**config.mk**
```make
export PLATFORM = sky130hd
export DESIGN_NAME = uart_apb_bridge
export DESIGN_NICKNAME = d
export VERILOG_FILES = /design/src/rtl/uart_apb_bridge.sv
export SDC_FILE = /design/constraint.sdc
export NUM_CORES = 1
export LEC_CHECK = 0
export ABC_AREA = 1
export CAP_MARGIN = 20
export CORE_MARGIN = 2
export CORE_UTILIZATION = 49
export CTS_BUF_LIST = sky130_fd_sc_hd__clkbuf_16
export CTS_CLUSTER_DIAMETER = 50
export DETAILED_ROUTE_END_ITERATION = 8
export DONT_BUFFER_PORTS = 1
export GPL_ROUTABILITY_DRIVEN = 0
export GPL_TIMING_DRIVEN = 0
export PLACE_DENSITY = 0.64
export SYNTH_ARGS = -nofsm -noshare
export SYNTH_HDL_FRONTEND = slang
export SYNTH_SLANG_ARGS = --single-unit
```
**constraint.sdc**
```tcl
create_clock -name clk -period 5.5 [get_ports clk]
set_input_delay 0.275 -clock clk [delete_from_list [all_inputs] [get_ports clk]]
set_output_delay 0.275 -clock clk [all_outputs]
set_load 0.05 [all_outputs]
```
**src/rtl/uart_apb_bridge.sv**
```systemverilog
// APB3 slave bridging CPU accesses to the byte-level rs232 core (TX/RX FIFOs).
// Optional CTRL register and level interrupt enabled by UART_BRIDGE_IRQ_EN.
module uart_apb_bridge #(
  parameter int TX_DEPTH = 16,
  parameter int RX_DEPTH = 16
) (
  input  logic        clk,
  input  logic        rstn,
  input  logic        psel,
  input  logic        penable,
  input  logic        pwrite,
  input  logic [3:0]  paddr,
  input  logic [31:0] pwdata,
  output logic [31:0] prdata,
  output logic        pready,
  output logic        pslverr,
  output logic [7:0]  pi_data,
  output logic        pi_flag,
  input  logic        tx_busy,
  input  logic [7:0]  po_data,
  input  logic        po_flag,
  output logic        irq
);

  localparam int TAW = $clog2(TX_DEPTH);
  localparam int RAW = $clog2(RX_DEPTH);

  typedef enum logic [1:0] {
    S_IDLE,
    S_LAUNCH,
    S_WAIT_BUSY,
    S_WAIT_DONE
  } tx_state_e;

  tx_state_e      state_q;
  logic [7:0]     pi_data_q;
  logic           pi_flag_q;
  logic [7:0]     tx_mem [TX_DEPTH];
  logic [7:0]     rx_mem [RX_DEPTH];
  logic [TAW:0]   tx_wp_q, tx_rp_q;
  logic [RAW:0]   rx_wp_q, rx_rp_q;
  logic           rx_ovr_q, tx_ovf_q;
  logic           rx_ovr_d, tx_ovf_d;
  logic [2:0]     ctrl_rd;

  logic acc, wr_acc, rd_acc;
  logic sel_data, sel_stat, sel_ctrl;
  logic tx_full, tx_empty, rx_full, rx_empty;
  logic tx_push_req, tx_push, tx_pop;
  logic rx_push, rx_pop, tx_active;
  logic [6:0] status;
  logic unused_ok;

  assign acc      = psel & penable;
  assign wr_acc   = acc & pwrite;
  assign rd_acc   = acc & ~pwrite;
  assign sel_data = (paddr[3:2] == 2'd0);
  assign sel_stat = (paddr[3:2] == 2'd1);
  assign sel_ctrl = (paddr[3:2] == 2'd2);

  assign tx_full  = (tx_wp_q[TAW] != tx_rp_q[TAW]) &&
                    (tx_wp_q[TAW-1:0] == tx_rp_q[TAW-1:0]);
  assign tx_empty = (tx_wp_q == tx_rp_q);
  assign rx_full  = (rx_wp_q[RAW] != rx_rp_q[RAW]) &&
                    (rx_wp_q[RAW-1:0] == rx_rp_q[RAW-1:0]);
  assign rx_empty = (rx_wp_q == rx_rp_q);

  assign tx_push_req = wr_acc & sel_data;
  assign tx_push     = tx_push_req & ~tx_full;
  assign tx_pop      = (state_q == S_LAUNCH);
  assign rx_pop      = rd_acc & sel_data & ~rx_empty;
  // a pop in the same cycle frees the slot the incoming byte needs
  assign rx_push     = po_flag & (~rx_full | rx_pop);
  assign tx_active   = (state_q != S_IDLE) | tx_busy;

  assign status = {tx_active, tx_ovf_q, rx_ovr_q,
                   ~rx_empty, rx_full, tx_empty, tx_full};

  assign rx_ovr_d = (rx_ovr_q & ~(wr_acc & sel_stat & pwdata[4])) |
                    (po_flag & rx_full & ~rx_pop);
  assign tx_ovf_d = (tx_ovf_q & ~(wr_acc & sel_stat & pwdata[5])) |
                    (tx_push_req & tx_full);

  always_comb begin
    prdata = '0;
    if (rd_acc) begin
      unique case (1'b1)
        sel_data: prdata = rx_empty ? 32'h0 :
                           {24'h0, rx_mem[rx_rp_q[RAW-1:0]]};
        sel_stat: prdata = {25'h0, status};
        sel_ctrl: prdata = {29'h0, ctrl_rd};
        default:  prdata = '0;
      endcase
    end
  end

  always_ff @(posedge clk) begin
    if (tx_push) tx_mem[tx_wp_q[TAW-1:0]] <= pwdata[7:0];
    if (rx_push) rx_mem[rx_wp_q[RAW-1:0]] <= po_data;
  end

  always_ff @(posedge clk or negedge rstn) begin
    if (!rstn) begin
      tx_wp_q  <= '0;
      tx_rp_q  <= '0;
      rx_wp_q  <= '0;
      rx_rp_q  <= '0;
      rx_ovr_q <= 1'b0;
      tx_ovf_q <= 1'b0;
    end else begin
      tx_wp_q  <= tx_wp_q + {{TAW{1'b0}}, tx_push};
      tx_rp_q  <= tx_rp_q + {{TAW{1'b0}}, tx_pop};
      rx_wp_q  <= rx_wp_q + {{RAW{1'b0}}, rx_push};
      rx_rp_q  <= rx_rp_q + {{RAW{1'b0}}, rx_pop};
      rx_ovr_q <= rx_ovr_d;
      tx_ovf_q <= tx_ovf_d;
    end
  end

  always_ff @(posedge clk or negedge rstn) begin
    if (!rstn) begin
      state_q   <= S_IDLE;
      pi_data_q <= 8'h0;
      pi_flag_q <= 1'b0;
    end else begin
      unique case (state_q)
        S_IDLE: begin
          if (!tx_empty && !tx_busy) begin
            state_q   <= S_LAUNCH;
            pi_flag_q <= 1'b1;
            pi_data_q <= tx_mem[tx_rp_q[TAW-1:0]];
          end
        end
        S_LAUNCH: begin
          pi_flag_q <= 1'b0;
          state_q   <= S_WAIT_BUSY;
        end
        S_WAIT_BUSY: if (tx_busy) state_q <= S_WAIT_DONE;
        S_WAIT_DONE: if (!tx_busy) state_q <= S_IDLE;
        default: begin
          state_q   <= S_IDLE;
          pi_flag_q <= 1'b0;
        end
      endcase
    end
  end

  assign pi_data = pi_data_q;
  assign pi_flag = pi_flag_q;
  assign pready  = 1'b1;
  assign pslverr = 1'b0;

`ifdef UART_BRIDGE_IRQ_EN
  logic [2:0] ctrl_q;
  logic       irq_q;

  always_ff @(posedge clk or negedge rstn) begin
    if (!rstn) begin
      ctrl_q <= 3'h0;
      irq_q  <= 1'b0;
    end else begin
      if (wr_acc && sel_ctrl) ctrl_q <= pwdata[2:0];
      irq_q <= (ctrl_q[0] & ~rx_empty) |
               (ctrl_q[1] & tx_empty & (state_q == S_IDLE)) |
               (ctrl_q[2] & (rx_ovr_q | tx_ovf_q));
    end
  end

  assign ctrl_rd = ctrl_q;
  assign irq     = irq_q;
`else
  assign ctrl_rd = 3'h0;
  assign irq     = 1'b0;
`endif

  assign unused_ok = &{1'b0, paddr[1:0], pwdata[31:8]};

endmodule

```
# Yosys cells after proc, flatten, opt, wreduce, memory -nomap -nowiden
# Memories as Yosys holds them, arrays and structs flattened. A register that Yosys moved wholly into a read port is not among the register bits.
# Cells that the tools add are included.
[word_totals]
ramBits = 256
out_inout_bits = 44
elab_cells = 80
ff_bits = 25
inputBits = 51
mem_count = 2
[op_classes]
reduce_logical = 13
bitwise_logic = 27
n_eq_ne = 13
n_mux = 13
n_addsub = 4
[memory_table]
columns = ["name", "words", "width", "read_ports", "rd_clocked_by_memory_dff", "write_ports", "line", "text"]
rows = [
  ["rx_mem", 16, 8, 1, 0, 1, "39", "logic [7:0] rx_mem [RX_DEPTH];"],
  ["tx_mem", 16, 8, 1, 1, 1, "38", "logic [7:0] tx_mem [TX_DEPTH];"],
]
[op_table]
columns = ["op", "n"]
rows = [
  ["$mux 32", 1],
  ["$add 5x1->5", 4],
  ["$and 1x1->1", 16],
  ["$pmux 8 s2", 1],
  ["$eq 5x5->1", 2],
  ["$eq 4x4->1", 2],
  ["$mux 8", 1],
  ["$pmux 2 s4", 1],
  ["$not 1->1", 7],
  ["$mux 2", 3],
  ["$ne 2x2->1 const B", 3],
  ["$mux 1", 5],
  ["$eq 2x1->1 const B", 2],
  ["$eq 2x2->1 const B", 2],
  ["$logic_not 2->1", 2],
  ["$or 1x1->1", 4],
  ["$reduce_and 2->1", 2],
  ["$reduce_bool 2->1", 2],
  ["$logic_and 1x1->1", 3],
  ["$logic_not 1->1", 3],
  ["$reduce_and 3->1", 1],
  ["$ne 1x1->1", 2],
  ["$pmux 1 s2", 1],
]

# Longest topological paths before layout
# Gate-level depths: netlist of run 1.
[depth]
depth_word = 8
mapped_depth = 13

# Least setup slack after synthesis of run 1
# Ideal clock, no wire load.
[synth_path]
kind = "register to output"
startpoint = "register rx_rp_q[0]"
endpoint = "output prdata[7]"
t_arrival_ns = 1.875
slack_ns = 3.350
path_stages_with_launch = 9
cell_sequence = "dfrtp_1 > inv_2 > clkbuf_1 > o21ai_0 > nand2_1 > nand2_1 > nand2_1 > inv_1 > a21oi_1"
[synth_between]
elab_chain_len = 4
elab_cells_between_ends = 5
classes_between = "1 x eq/ne; 3 x mux; 1 x memory"
[synth_rtl]
columns = ["element", "line", "text"]
rows = [
  ["from (decl)", "41", "logic [RAW:0] rx_wp_q, rx_rp_q;"],
  ["from (signal assigned)", "114", "rx_rp_q <= rx_rp_q + {{RAW{1'b0}}, rx_pop};"],
  ["$mem_v2 16x8 or $eq 5x5->1 (tied branches)", "n/a", ""],
  ["$mux 8 (*)", "88", "sel_data: prdata = rx_empty ? 32'h0 :"],
  ["$pmux 8 s2 (*)", "87", "unique case (1'b1)"],
  ["$mux 32 (*)", "86", "if (rd_acc) begin"],
  ["to (decl)", "14", "output logic [31:0] prdata,"],
]
# Mark *: on every way between the ends. The rest lies on a longest branch, timed or not.

# Final worst setup path of run 1
[layout_path]
startpoint = "register rx_rp_q[1]"
endpoint = "output prdata[3]"
[layout_between]
elab_chain_len = 4
elab_cells_between_ends = 6
classes_between = "1 x eq/ne; 3 x mux; 1 x bitwise; 1 x memory"
[layout_rtl]
columns = ["element", "line"]
rows = [
  ["$mem_v2 16x8 or $eq 5x5->1 (tied branches)", "n/a"],
  ["$mux 8 or $not 1->1 (tied branches)", "88, 77"],
  ["$pmux 8 s2 (*)", "87"],
  ["$mux 32 (*)", "86"],
]
# Marks and branches as above.

==> results of run 1 <==
critical path, cell delays in order (launching register included):
cell and delay (ps):
dfrtp_1 360, buf_6 150, clkbuf_1 510, o21ai_0 210, o21ai_0 230, a21oi_1 100, a21oi_1 890
metal layers:
metal / track usage [%] / vias to the layer above
met5: 0 / -
met1: 28.5 / 3914
met2: 40.2 / 304
met3: 4.75 / 81
li1: - / 3999
met4: 9.65 / 0
synth_stat cells, drive strengths merged (2+ instances only):
library cell / number
nand4: 2
ha: 13
a21oi: 3
clkbuf: 16
xor2: 12
o21ai: 115
nand2: 310
nor2: 207
buf: 58
clkinv: 3
edfxtp: 256
nand3: 67
dfrtp: 33
xnor2: 6
inv: 44
conb: 2
kinds of logic after synthesis:
| family | count (synthesis) | synth area share [%] |
|---|---|---|
| DFF | 289 | 67.8 |
| other | 2 | 0.0598 |
| buffers and inverters | 121 | 5.21 |
| and+or+nand+nor | 590 | 19.4 |
| adders and majority gates | 13 | 1.30 |
| muxes | 1 | 0.0797 |
| xor gates and xnor gates | 18 | 1.26 |
| AOI/OAI and AO/OA | 121 | 4.88 |
stage by stage:
step / utilization (%) / worst slack (ps) / hold WS [ps] / power (W)
global placement: 51.9 / 2840 / -19.5 / 0.00514
finish: 57.4 / 2250 / 33.6 / 0.00754
floorplan: - / 3350 / -20.6 / 0.00448
global route: 57.4 / 2120 / 36.0 / 0.00795
detailed placement: 51.9 / 2820 / -19.2 / 0.00519
CTS: 57.4 / 2270 / 15.6 / 0.00755
state kept, by name (all words and copies together), names as in the netlist, 2 cells and up:
signal	cells
tx_wp_q	5
state_q	2
tx_mem	128
rx_rp_q	5
pi_data	8
tx_rp_q	5
rx_mem	128
rx_wp_q	5
layout make-up:
cell class | instances | area [sq um] | share of cell area (%)
flip-flops and latches | 289 | 8510 | 58.9
multi-input cells | 770 | 3490 | 24.1
clock buffers | 36 | 901 | 6.24
plain buffers | 74 | 475 | 3.29
well taps | 330 | 413 | 2.86
clock inverters | 25 | 260 | 1.80
repair buffers | 21 | 220 | 1.52
inverters | 47 | 179 | 1.24
placed cells by master (no fill, tap or decap), types with 6 or more instances in the layout:
cell,netlist,routed
ha_1,13,13
o21ai_0,111,111
clkbuf_1,16,16
nand2_1,305,305
buf_2,19,19
inv_2,6,6
inv_1,37,45
xnor2_1,6,6
edfxtp_1,256,256
nand3_2,6,6
buf_4,34,34
nand3_1,60,60
dlygate4sd3_1,0,20
clkbuf_16,0,36
xor2_1,12,12
nor2_2,9,9
dfrtp_1,33,33
nor2_4,6,6
clkinv_1,3,8
conb_1,2,27
nor2_1,192,192
worst max-delay path by stage:
stage                          start         to  slack (ps)  cells after the start
final                     rx_rp_q[1]  prdata[3]        2250                      6
after global routing      rx_rp_q[0]  prdata[3]        2120                      8
after CTS                 rx_rp_q[0]  prdata[7]        2270                      8
after detailed placement  rx_rp_q[0]  prdata[7]        2820                      8
after global placement    rx_rp_q[0]  prdata[3]        2840                      8
after floorplan           rx_rp_q[0]  prdata[7]        3350                      8
power groups by stage:
stage                     logic (W)  clock network, W  registers [W]
final                       0.00239           0.00231        0.00283
after global routing        0.00267           0.00243        0.00285
after CTS                   0.00239           0.00233        0.00283
after detailed placement    0.00231                 0        0.00288
after global placement      0.00227                 0        0.00287
after floorplan             0.00164                 0        0.00284
timing repair:
action                                 CTS  global route
endpoints found under the hold margin  291             0
resized for setup                        0             0
hold buffers                            21             0
==> summary.txt, run 1 <==
Power
  – Internal power: about 0.0047 W
  – Power Density: about 520 nW/um^2
  – P_leak: about 5.6 nW
  – Comb power frac: between 30% and 40%
  – Max VDD drop: approximately 0.33 mV
  – Register share of total power: between 30 and 40%
  – Sw Share: 37.2%
  – Net Sw Power: approximately 0.0028 W
  – Clock power share: between 30% and 40%

Placement
  – Placed Area: 13100 sq um
  – HPWL Detailed: just over 20000 um
  – Placed Cells: 1510
  – Input/output buffers: 0

Clock network
  – Total CTS buffers: 35
  – Clock Tree Buf Depth: 3
  – Post-CTS setup repair buffer count: 0
  – Worst-Skew Late Latency: between 500 and 600 ps
  – Reg clk slew, reported paths: ~60 ps
  – CTS tree: done
  – Clock Sinks: between 200 and 300
  – CTS H-tree depth: 2
  – Clk root buf: clkbuf_16

Floorplan
  – Die W: 164 um
  – Core footprint: 25200 sq um
  – Die Y-Extent: 164 um
  – # IOs: between 90 and 100
  – Row count: between 50 and 60
  – Die Area: between 20000 and 30000 sq um
  – Starting Density: 49.9%

Timing
  – Clk_skew: 19.4 ps
  – Pins over their slew limit: 0
  – Tightest Pin Transition: roughly 1200 ps
  – Post-route minimum period: around 3200 ps
  – Sum Neg Setup Slack: 0 ps
  – Max Fclk: 0.308 GHz
  – Final Hold Fails: 0
  – Unrepaired setup endpoints after global routing: false
  – Final setup fails: 0
  – Final Cycle Share: roughly 59%
  – Worst slew margin: between 20% and 30%

Cells and area
  – Fillers: between 2000 and 2500
  – Syn-to-layout area delta: 15.0%
  – Diode count: 0
  – Final instance area: 14400 sq um
  – Final non-filler cell total: about 1600
  – Layout cells sized above 1: between 10 and 15%
  – NumNets Final: approximately 1300

Yosys
  – Synth top area cells: edfxtp_1 (61%), nand2_1 (9.1%), dfrtp_1 (6.6%)
  – Ys flop type: edfxtp_1
  – Syn avg cell area: 10.9 sq um
  – YS warnings: 0
  – FFs w/ async S/R, synth: a little under an eighth
  – Sequential share of the synthesized area: 67.8%
  – Post-Synthesis Cells: around 1200
  – Synthesized area: between 10000 and 15000 sq um
  – Netlist cell types: 36
  – Post-synth EDFFs: 256
  – #FFs+latches synth: ~290
  – Area share of the largest cell type after synthesis: between 60% and 70%
  – Area leader, netlist: edfxtp_1

Setup path
  – Worst EP arrival: just under 3000 ps
  – CP Launch Type: flip-flop
  – Crit-path max FO: 10
  – Worst setup EP type: output port
  – Reg2reg end: tx_mem[12][1]
  – Reg2reg start: tx_rp_q[1]
  – CP Data Required Time: approximately 5200 ps
  – R2R setup slack: just under 3000 ps
  – Worst Reg-to-Reg Cells: 10
  – Critical path type: flip-flop to output port

Routing
  – Highest routed layer: met4
  – Routed vias/inst: approximately 5.2
  – 1st-pass router iterations: 5
  – Iter 0 DRT Violations: ~760
  – Metal3 WL: between 1500 and 2000 um
  – Routed wl met2: roughly 15000 um
  – Post-DRT Antenna Nets: 0
  – Drt drc: 0
  – Post-DR wirelength/cell: around 19 um
  – Total Wirelength: about 30000 um
  – Met1 WL: 12400 um
  – Routed vias: 8298

GRT
  – Total gr overflow: 0
  – Vias in the first global route: 8136
  – GRT Overall Usage: a little under a quarter
  – First-pass GRT wire length: ~46000 um
  – Largest net degree at the start of global routing: 34
  – Initial antenna violation count: 0

Min path
  – Worst Hold Class: input pin to flip-flop
  – Hold EP: tx_ovf_q
  – Hold depth: 3
  – Hold_sp: paddr[3]

Flow run
  – Max cap viols: 0

Run status
  – Status: completed
No activity file was read; power rests on OpenSTA's default activity.
==> run 2: changes to the inputs <==
--- a/config.mk
+++ b/config.mk
@@ -15,7 +15,7 @@
 export DONT_BUFFER_PORTS = 1
 export GPL_ROUTABILITY_DRIVEN = 0
 export GPL_TIMING_DRIVEN = 0
-export PLACE_DENSITY = 0.64
+export PLACE_DENSITY = 0.66
 export SYNTH_ARGS = -nofsm -noshare
 export SYNTH_HDL_FRONTEND = slang
 export SYNTH_SLANG_ARGS = --single-unit
==> constraint.sdc (replaced) <==
create_clock -name clk -period 2.7 [get_ports clk]
set_input_delay 0.135 -clock clk [delete_from_list [all_inputs] [get_ports clk]]
set_output_delay 0.135 -clock clk [all_outputs]
set_load 0.05 [all_outputs]
==> summary.txt, run 2 (synthesis results as in run 1) <==
Setup path
  – Crit-path max FO: 10
  – CP Launch Type: flip-flop
  – Worst EP arrival: roughly 2500 ps
  – CP Launch Point: rx_rp_q[0]
  – CP Data Required Time: approximately 2600 ps
  – Reg2reg start: tx_rp_q[0]
  – Worst setup EP type: output port
  – Critical path type: flip-flop to output port

Run status
  – Status: completed

Clock network
  – Clk root buf: clkbuf_16
  – Clock Tree Buf Depth: 3
  – CTS tree: done
  – Total CTS buffers: 30
  – Worst-Skew Late Latency: around 570 ps
  – CTS H-tree depth: 1
  – Clock Sinks: about 290
  – Reg clk slew, reported paths: about 60 ps

Cells and area
  – Syn-to-layout area delta: 13.6%
  – Layout cells sized above 1: a little under an eighth
  – Most common cell after layout, fill and taps aside: nand2_1
  – Most frequent cells in the layout: nand2_1 (299), edfxtp_1 (256), nor2_1 (192)
  – Multi-input gate area: approximately 3500 sq um
  – Register area: ~8500 sq um
  – NumNets Final: 1300
  – Diode count: 0
  – Fillers: between 2000 and 2500

GRT
  – GR Util met3: roughly 4%
  – Met1 Use GR: 31.0%
  – Grt met2 use: 38.2%
  – Initial antenna violation count: 0
  – GR peak layer: met2
  – Largest net degree at the start of global routing: 34
  – First-pass GRT wire length: 46000 um
  – Total gr overflow: 0
  – GRT Overall Usage: 22.8%
  – Vias in the first global route: about 8000

Floorplan
  – Starting Density: about half
  – Row count: just under 60
  – # IOs: 95
  – Die Area: between 20000 and 30000 sq um
  – Core footprint: around 25000 sq um
  – Die Y-Extent: 164 um
  – Die W: around 160 um

Timing
  – Worst slew margin: roughly two fifths
  – Sum Neg Setup Slack: 0 ps
  – Post-route minimum period: 2630 ps
  – Final setup fails: 0
  – Pins over their slew limit: 0
  – Tightest Pin Transition: 924 ps
  – Clk_skew: roughly 35 ps
  – Hold Slack: 30.2 ps
  – Unrepaired setup endpoints after global routing: false
  – Final Hold Fails: 0
  – Max Fclk: 0.381 GHz
  – Final Cycle Share: just under 100%

Power
  – Max VDD drop: 0.673 mV
  – Net Sw Power: approximately 0.0056 W
  – Sw Share: between 30% and 40%
  – Internal power: between 0.008 and 0.009 W
  – Comb power frac: roughly a third
  – Power Density: about 1000 nW/um^2
  – Clock power share: 26.2%
  – Register share of total power: between 30 and 40%
  – Total Power: 0.0145 W
  – P_leak: 5.54 nW

Placement
  – HPWL Detailed: 20100 um
  – Input/output buffers: 0

Routing
  – Total Wirelength: a little over 30000 um
  – Routed vias: ~8400
  – Routed vias/inst: ~5.3
  – 1st-pass router iterations: 5
  – Post-DR wirelength/cell: 19.0 um
  – Post-DRT Antenna Nets: 0
  – Drt drc: 0
  – Iter 0 DRT Violations: between 800 and 900

Min path
  – Worst Hold Class: input pin to async pin

Flow run
  – Max cap viols: 0
[run 2: cell count changes in the layout (fill, tap and decap cells not counted), sizes merged]
| cell | change |
|---|---|
| inv | -8 |
| bufinv | -4 |
| clkbuf | -6 |
| clkinv | +13 |
| dlygate4sd3 | +3 |
[run 2: worst paths after layout]
path	endpoint	slack [ps]	depth (start not counted)
max	prdata[0]	70	10
min	pi_data[3]	30	2
max reg2reg	tx_mem[0][7]	180	10
min reg2reg	rx_wp_q[4]	490	1
max in group asynchronous	tx_rp_q[2]	2490	2
min in group clk	tx_wp_q[0]	250	5
[run 2: power by group through the flow]
stage | clock network [W] | registers, W | logic, W
final | 0.00379 | 0.00577 | 0.00489
after global routing | 0.00402 | 0.00581 | 0.00542
after CTS | 0.00383 | 0.00577 | 0.00486
after detailed placement | 0 | 0.00587 | 0.00468
after global placement | 0 | 0.00585 | 0.00462
after floorplan | 0 | 0.00579 | 0.00334
[run 2: final cells by class]
class	count	share of cell area (%)
clock inverters	26	1.07
plain buffers	74	3.39
inverters	47	1.25
repair buffers	24	1.75
clock buffers	30	5.26
flip-flops and latches	289	59.7
multi-input cells	770	24.7
well taps	330	2.89
[run 2: critical path: stages, from the launching register on]
cell and delay, ps:
dfrtp_1 490, buf_4 260, buf_4 210, nor2_1 60, nor2_1 70, o21ai_0 150, nand3_1 110, nand3_1 130
nand2_1 100, nand2_1 70, nand2_2 260
[run 2: repair_timing]
action                     4_1_cts  5_1_grt
resized for setup               13        8
setup buffers                    0        0
cloned                           0        0
hold endpoints to repair       303        0
setup endpoints to repair        8        8
hold buffers                    24        0
[run 2: routing by layer]
layer / up-vias / routed length, um
li1: 4000 / -
met1: 3986 / 12500
met2: 352 / 14600
met3: 51 / 2320
met4: 0 / 820
met5: - / 0
[run 2: metrics by stage]
step / area (sq um) / instances / setup WS, ps / utilization, %
final: 14300 / 1590 / 73.0 / 56.7
after global routing: 14300 / 1590 / 5.20 / 56.7
after CTS: 14300 / 1590 / 13.9 / 56.6
after detailed placement: 13100 / 1510 / 146 / 51.9
after global placement: 13100 / 1510 / 165 / 51.9
after floorplan: 12700 / 1180 / 690 / -
==> run 3: changes to the inputs <==
--- a/config.mk
+++ b/config.mk
@@ -6,7 +6,6 @@
 export NUM_CORES = 1
 export LEC_CHECK = 0
 export ABC_AREA = 1
-export CAP_MARGIN = 20
 export CORE_MARGIN = 2
 export CORE_UTILIZATION = 49
 export CTS_BUF_LIST = sky130_fd_sc_hd__clkbuf_16
@@ -15,7 +14,8 @@
 export DONT_BUFFER_PORTS = 1
 export GPL_ROUTABILITY_DRIVEN = 0
 export GPL_TIMING_DRIVEN = 0
-export PLACE_DENSITY = 0.66
+export PLACE_DENSITY_LB_ADDON = 0.12
 export SYNTH_ARGS = -nofsm -noshare
 export SYNTH_HDL_FRONTEND = slang
 export SYNTH_SLANG_ARGS = --single-unit
+export TNS_END_PERCENT = 1
==> summary.txt, run 3 (synthesis results as in run 1) <==
Placement
  – Input/output buffers: 0
  – Post-Place Setup Slack: around 120 ps
  – HPWL Detailed: between 15000 and 20000 um

Routing
  – Routed vias: ~8200
  – Routed vias/inst: about 5.1
  – Post-DRT Antenna Nets: 0
  – Drt drc: 0
  – Iter 0 DRT Violations: about 650
  – Post-DR wirelength/cell: about 19 um
  – 1st-pass router iterations: 5
  – Total Wirelength: between 20000 and 30000 um

Timing
  – Max Fclk: 0.384 GHz
  – Clk_skew: 15.4 ps
  – Unrepaired setup endpoints after global routing: true
  – Worst setup margin: 98.3 ps
  – Final Cycle Share: 96.4%
  – Post-route minimum period: around 2600 ps
  – Worst slew margin: approximately 42%
  – Pins over their slew limit: 0
  – Hold Slack: just under 80 ps
  – Tightest Pin Transition: 863 ps
  – Final Hold Fails: 0
  – Final setup fails: 0

Floorplan
  – Starting Density: ~50%
  – Die Y-Extent: roughly 160 um
  – Core footprint: roughly 25000 sq um
  – Die W: roughly 160 um
  – Die Area: about 27000 sq um
  – Row count: between 50 and 60
  – # IOs: between 90 and 100

Clock network
  – Reg clk slew, reported paths: 60 ps
  – Clock Sinks: between 200 and 300
  – Clk root buf: clkbuf_16
  – Worst-Skew Late Latency: approximately 510 ps
  – Clock Tree Buf Depth: 3
  – Total CTS buffers: 34
  – CTS tree: done
  – CTS H-tree depth: 2
  – Post-CTS setup repair buffer count: 0

Min path
  – Worst Hold Class: input pin to async pin

GRT
  – GR Util met3: 3.56%
  – Initial antenna violation count: 2
  – GR peak layer: met2
  – First-pass GRT wire length: roughly 46000 um
  – Total gr overflow: 0
  – Vias in the first global route: 8076
  – Largest net degree at the start of global routing: 34
  – Grt met2 use: about two fifths
  – GRT Overall Usage: between 20% and 30%
  – Met1 Use GR: ~30%

Setup path
  – Crit-path max FO: 10
  – CP Data Required Time: approximately 2600 ps
  – Critical path type: flip-flop to output port
  – CP Launch Type: flip-flop
  – Worst EP arrival: around 2500 ps
  – Worst setup EP type: output port

Cells and area
  – Final Core Density: a little under three fifths
  – Layout cells sized above 1: between 10% and 20%
  – Most common cell after layout, fill and taps aside: nand2_1
  – Fillers: about 2100
  – Syn-to-layout area delta: 15.3%
  – NumNets Final: around 1300
  – Most frequent cells in the layout: nand2_1 (299), edfxtp_1 (256), nor2_1 (192)

Power
  – P_leak: approximately 5.6 nW
  – Total Power: approximately 0.015 W
  – Power Density: around 1000 nW/um^2
  – Max VDD drop: between 0.6 and 0.7 mV

Run status
  – Status: completed

Flow run
  – Max cap viols: 0
run 3: cell types whose count changed in the layout (fill, tap and decap cells not counted), sizes merged:
| cell | change |
|---|---|
| clkbuf | +8 |
| clkinvlp | +3 |
| bufinv | +1 |
| diode | +2 |
| clkinv | -9 |
| inv | +2 |
| buf | -1 |
run 3: final cells by class:
cell class                 count  area [sq um]  share of cell area, %
antenna                        2          5.00                 0.0346
buffer                        74           484                   3.34
clock buffer                  37           926                   6.39
clock inverter                23           180                   1.24
inverter                      47           179                   1.24
multi-input combinational    770          3530                   24.4
sequential                   289          8510                   58.8
tap                          330           413                   2.85
timing repair buffer          24           250                   1.73
run 3: stage by stage:
stage / setup TNS, ps / instance area, sq um / instances
floorplan: 0 / 12700 / 1180
global placement: 0 / 13100 / 1510
detailed placement: 0 / 13100 / 1510
CTS: 0 / 14500 / 1594
global route: -97.1 / 14500 / 1595
finish: 0 / 14500 / 1596
run 3: worst max-delay path, cell delays in order, from the launching register on:
cell	delay [ps]
dfrtp_1	430
inv_2	200
clkbuf_1	430
o21ai_0	230
nand3_1	140
nand3_1	140
a21oi_4	400
run 3: per-layer routing:
layer | up-vias | wire, um
li1 | 4022 | -
met1 | 3828 | 12200
met2 | 288 | 14600
met3 | 61 | 1780
met4 | 0 | 1020
met5 | - | 0
run 3: path summary, 6_finish.rpt:
kind | from | end | slack, ps | cells past startpoint
worst max-delay path | rx_rp_q[0] | prdata[3] | 100 | 6
worst min-delay path | rstn | pi_data[5] | 80 | 2
worst max register to register | tx_rp_q[1] | tx_mem[0][3] | 240 | 10
worst min register to register | rx_wp_q[4] | rx_wp_q[4] | 490 | 1
max in group asynchronous | rstn | rx_rp_q[1] | 2420 | 2
min in group clk | po_flag | rx_wp_q[0] | 80 | 4
run 3: power breakdown:
part	switching (W)	total (W)	internal (W)	leakage (nW)
registers	0.000481	0.00577	0.00529	2.71
clock network	0.00178	0.00445	0.00267	0.557
logic	0.00338	0.00485	0.00147	2.36
run 3: timing repair:
action	CTS	global route
hold buffers	24	0
hold endpoints to repair	298	0
resized for setup	7	14
cloned	0	0
setup endpoints to repair	6	8
